--- src/rtl/tdm_demux_1x8.sv ---
// rtl/tdm_demux_1x8.sv - 1:8 TDM demultiplexer, optional frame latch via TDM_DEMUX_FRAME_LATCH_EN
module tdm_demux_1x8 #(
  parameter int WIDTH = 1
) (
  input  logic             clk,
  input  logic             rst,
  input  logic [WIDTH-1:0] din,
  input  logic             din_valid,
  input  logic             sync,
  output logic [WIDTH-1:0] y0,
  output logic [WIDTH-1:0] y1,
  output logic [WIDTH-1:0] y2,
  output logic [WIDTH-1:0] y3,
  output logic [WIDTH-1:0] y4,
  output logic [WIDTH-1:0] y5,
  output logic [WIDTH-1:0] y6,
  output logic [WIDTH-1:0] y7,
  output logic [7:0]       lane_vld,
  output logic             frame_done,
  output logic             sync_err,
  output logic             locked
);

  typedef enum logic {
    HUNT = 1'b0,
    LOCK = 1'b1
  } state_e;

  state_e     state_q, state_d;
  logic [2:0] slot_cnt_q, slot_cnt_d;

  // Decoded events for the current qualified word
  logic       cap;
  logic [2:0] cap_lane;
  logic       err;

  logic [WIDTH-1:0] y_q      [8];
  logic [WIDTH-1:0] y_d      [8];
  logic [WIDTH-1:0] shadow_q [8];
  logic [WIDTH-1:0] shadow_d [8];
  logic [7:0]       lane_vld_q, lane_vld_d;
  logic             frame_done_q, frame_done_d;
  logic             sync_err_q, sync_err_d;

  // State and slot counter register
  always_ff @(posedge clk) begin
    if (rst) begin
      state_q    <= HUNT;
      slot_cnt_q <= 3'd0;
    end else begin
      state_q    <= state_d;
      slot_cnt_q <= slot_cnt_d;
    end
  end

  // Next-state: classify each qualified word against the expected slot position
  always_comb begin
    state_d    = state_q;
    slot_cnt_d = slot_cnt_q;
    cap        = 1'b0;
    cap_lane   = slot_cnt_q;
    err        = 1'b0;
    if (din_valid) begin
      if (state_q == HUNT) begin
        if (sync) begin
          cap        = 1'b1;
          cap_lane   = 3'd0;
          slot_cnt_d = 3'd1;
          state_d    = LOCK;
        end
      end else begin
        if (sync) begin
          // Sync always restarts the frame; anywhere but slot 0 it is an error
          cap        = 1'b1;
          cap_lane   = 3'd0;
          slot_cnt_d = 3'd1;
          err        = (slot_cnt_q != 3'd0);
        end else if (slot_cnt_q == 3'd0) begin
          // Expected sync never came: drop the word and re-acquire
          err        = 1'b1;
          state_d    = HUNT;
          slot_cnt_d = 3'd0;
        end else begin
          cap        = 1'b1;
          cap_lane   = slot_cnt_q;
          slot_cnt_d = slot_cnt_q + 3'd1;
        end
      end
    end
  end

  // Output next-values: lane writes and single-cycle status pulses
  always_comb begin
    y_d          = y_q;
    shadow_d     = shadow_q;
    lane_vld_d   = 8'h00;
    frame_done_d = 1'b0;
    sync_err_d   = err;
    if (cap) begin
`ifdef TDM_DEMUX_FRAME_LATCH_EN
      if (cap_lane == 3'd7) begin
        // Slot 7 bypasses its shadow so the whole frame lands in one edge
        for (int n = 0; n < 7; n++) begin
          y_d[n] = shadow_q[n];
        end
        y_d[7]       = din;
        lane_vld_d   = 8'hFF;
        frame_done_d = 1'b1;
      end else begin
        shadow_d[cap_lane] = din;
      end
`else
      y_d[cap_lane]        = din;
      lane_vld_d[cap_lane] = 1'b1;
      frame_done_d         = (cap_lane == 3'd7);
`endif
    end
  end

  // Output and shadow registers
  always_ff @(posedge clk) begin
    if (rst) begin
      for (int n = 0; n < 8; n++) begin
        y_q[n]      <= '0;
        shadow_q[n] <= '0;
      end
      lane_vld_q   <= 8'h00;
      frame_done_q <= 1'b0;
      sync_err_q   <= 1'b0;
    end else begin
      for (int n = 0; n < 8; n++) begin
        y_q[n]      <= y_d[n];
        shadow_q[n] <= shadow_d[n];
      end
      lane_vld_q   <= lane_vld_d;
      frame_done_q <= frame_done_d;
      sync_err_q   <= sync_err_d;
    end
  end

  assign y0         = y_q[0];
  assign y1         = y_q[1];
  assign y2         = y_q[2];
  assign y3         = y_q[3];
  assign y4         = y_q[4];
  assign y5         = y_q[5];
  assign y6         = y_q[6];
  assign y7         = y_q[7];
  assign lane_vld   = lane_vld_q;
  assign frame_done = frame_done_q;
  assign sync_err   = sync_err_q;
  assign locked     = (state_q == LOCK);

endmodule
--- config.mk ---
export PLATFORM = sky130hd
export DESIGN_NAME = tdm_demux_1x8
export DESIGN_NICKNAME = d
export VERILOG_FILES = /design/src/rtl/tdm_demux_1x8.sv
export SDC_FILE = /design/constraint.sdc
export NUM_CORES = 1
export LEC_CHECK = 0
export ABC_CLOCK_PERIOD_IN_PS = 5800
export BUFFER_PORTS_ARGS = -buffer_cell sky130_fd_sc_hd__buf_4
export CORE_MARGIN = 1
export CORE_UTILIZATION = 52
export CTS_BUF_LIST = sky130_fd_sc_hd__clkbuf_2 sky130_fd_sc_hd__clkbuf_4 sky130_fd_sc_hd__clkbuf_8
export DETAILED_ROUTE_END_ITERATION = 8
export PLACE_DENSITY = 0.79
export SKIP_CTS_REPAIR_TIMING = 1
export SYNTH_ARGS = -nofsm -noshare
export SYNTH_HDL_FRONTEND = slang
export SYNTH_SLANG_ARGS = --single-unit
--- constraint.sdc ---
create_clock -name clk -period 5.8 [get_ports clk]
set_input_delay 1.16 -clock clk [delete_from_list [all_inputs] [get_ports clk]]
set_output_delay 1.16 -clock clk [all_outputs]
set_load 0.005 [all_outputs]
==> reports/metrics.cfg <==
[status]
status=finished clean

[finish]
fin_nets=125
area_growth_pct=22.18
layout-drive-gt1-share_pct=25.86
antenna_cells=0
final_core_util_pct=71.35
stdcell_count=140

[hold_path]
worst_hold_path_type=reg2reg
hold_depth=2

[floorplanning]
pin_count=24
num_rows=14
die_y_um=44.31
fp.dieW_um=44.31
die_area_um2=1963
start_util_pct=58.40
core_area_um2=1594

[timing]
timing.final.crit_period_ps=2536
max_slew_margin_pct=68.57
finalHoldViolations=0
whs_ps=470.7
setup_viol_count_final=0
tightest_slew_ps=470.8
final_max_slew_viol_count=0
grt_setup_unrepaired=no
layout_setup_ws_ps=3264
fin_skew_ps=7.337
tns_ps=0
max_freq_ghz=0.3944
min_period_over_period_pct=43.72

[synthesis]
synthDistinctLibCells=30
synth_area_um2=930.9
postSynthAreaPerCell_um2=9.799
ys_ff_latch=22
yosys_warnings=0
syn-num-nets=103
ys_seq_area_share_pct=47.31
synth_cells=95

[setup_path]
path_max_fanout=14
rr_startpoint=slot_cnt_q[0]$_SDFFE_PP0P_
worstSetupEndpoint=y5$_SDFFE_PP0P_
critPathArrivalTime_ps=2720
crit_type=reg2reg
crit_required_ps=5990
regToRegEndpoint=y5$_SDFFE_PP0P_
end_kind=flop
reg2regPathDepth=8
crit_start=slot_cnt_q[0]$_SDFFE_PP0P_
regToRegSetupSlack_ps=3260
start_kind=flop

[routing]
drt_first_pass_iters=4
drtAntennaViolNets=0
drt_iter0_drc=14
drc=0
drt-total-wl_um=1771
viasPerCell=5.621
vias=787
wl_per_cell_um=12.65

[cts]
clk_latency_ps=300
clock_sinks=22
clk_pin_slew_ps=120
cts_root_buf=clkbuf_4
htreeDepth=1
tritoncts=built
clockBufferDepth=2
cts-buffers-inserted=3

[job]
cap_violations=0

[placed_design]
gp_congestion=0.8062
portBuffers=23
dp_hpwl_um=1268
post-place-cells=136
pre_cts_slack_ps=3226

[grt]
antenna_found_initial=0
grt_overflow=0
grt_use_total_pct=20.14
grt_pass1_vias=680
grt_pass1_wl_um=2925
grt_start_max_net_pins=15

[pwr]
irDropWorstVdd_mv=0.1972
p_per_area_nw_per_um2=260.0
p_leak_uw=0.0004439

[cells in the mapped netlist]
library cell   n  area share [%]
nor2b_1        1            0.67
and2b_4        1             1.1
o311ai_0       3             2.8
o21ai_4        1             1.7
ha_1           3             4.0
nand3_1        3             1.6
o41ai_1        4             3.8
nor3_1         4             2.2
o31ai_1        1            0.81
nor4_1         4             2.7
a21oi_1        5             2.7
o311ai_2       1             1.7
buf_1          1            0.40
dfxtp_1       22              47
mux2i_1        3             3.2
a32oi_1        1            0.94
nand2_1        7             2.8
nor3b_1        3             2.4
or3_1          1            0.67
nor2_1         6             2.4
buf_4          1            0.81
a311oi_1       1            0.94
and2b_1        1            0.81
clkbuf_1       1            0.40
nand2b_1       2             1.3
buf_6          3             3.6
o21ai_0        3             1.6
nand3b_1       1            0.81
inv_1          5             2.0
o211ai_1       2             1.6
[worst min path at each step]
stage | slack [ps] | start | endpoint
finish | 470 | y0$_SDFFE_PP0P_ | y0$_SDFFE_PP0P_
global route | 500 | y7$_SDFFE_PP0P_ | y7$_SDFFE_PP0P_
CTS | 480 | y0$_SDFFE_PP0P_ | y0$_SDFFE_PP0P_
detailed placement | 450 | y0$_SDFFE_PP0P_ | y0$_SDFFE_PP0P_
global placement | 450 | y0$_SDFFE_PP0P_ | y0$_SDFFE_PP0P_
floorplan | 450 | y0$_SDFFE_PP0P_ | y0$_SDFFE_PP0P_
[report_power, final]
part           switching [µW]  leakage, µW  internal, µW
logic                    14.4     0.000238          9.93
registers                3.70     0.000178           153
clock network            44.6    0.0000279          69.8
[cells by family after synthesis]
logic type / synth area share, %
mux: 3.226
simple gates: 19.49
flops: 47.31
buf+inv: 7.258
fa+ha+maj: 4.033
compound gates: 18.68
[state kept, by name, indices dropped and copies added, names as in the netlist]
signal	flops
slot_cnt_q	3
y3	1
y4	1
lane_vld	8
y6	1
y0	1
frame_done	1
sync_err	1
locked	1
y2	1
y1	1
y5	1
y7	1
[placed cells by master (no fill, tap or decap), types with 2 or more instances in the layout]
| cell | count |
|---|---|
| a21oi_1 | 5 |
| buf_4 | 23 |
| clkbuf_4 | 3 |
| dfxtp_1 | 22 |
| ha_1 | 3 |
| inv_1 | 5 |
| mux2i_1 | 3 |
| nand2_1 | 7 |
| nand2b_1 | 2 |
| nand3_1 | 3 |
| nor2_1 | 6 |
| nor3_1 | 4 |
| nor3b_1 | 3 |
| nor4_1 | 4 |
| o211ai_1 | 2 |
| o21ai_0 | 3 |
| o311ai_0 | 3 |
| o41ai_1 | 4 |
[final cells by class]
cell class                      instances  area (µm²)
Clock buffer                            3       22.52
Clock inverter                          1       30.03
Fill cell                             126       456.7
Inverter                                5       18.77
Multi-Input combinational cell         62       422.9
Sequential cell                        22       440.4
Tap cell                               24       30.03
Timing Repair Buffer                   23       172.7
[metrics by stage]
step / instance area (µm²) / total power (µW)
final: 1137 / 295.7
after global routing: 1137 / 306.5
after CTS: 1137 / 297.3
after detailed placement: 1085 / 184.3
after global placement: 1085 / 183.7
after floorplan: 930.9 / 179.1
[critical path, cell delays in order, from the launching register on]
cell and delay (ps):
dfxtp_1 630, inv_1 220, ha_1 270, nor2b_1 170, ha_1 220, and2b_4 260
o21ai_4 110, o311ai_0 400, o41ai_1 130
[layer usage]
metal  up-vias  global-route usage [%]  routed length [µm]
met5         -                       0                   0
met4         0                   7.273                  13
met3         2                   3.673                  83
met2        28                   34.12                 835
met1       367                   25.58                 838
li1        390                       -                   -
No activity file was read; power rests on OpenSTA's default activity.
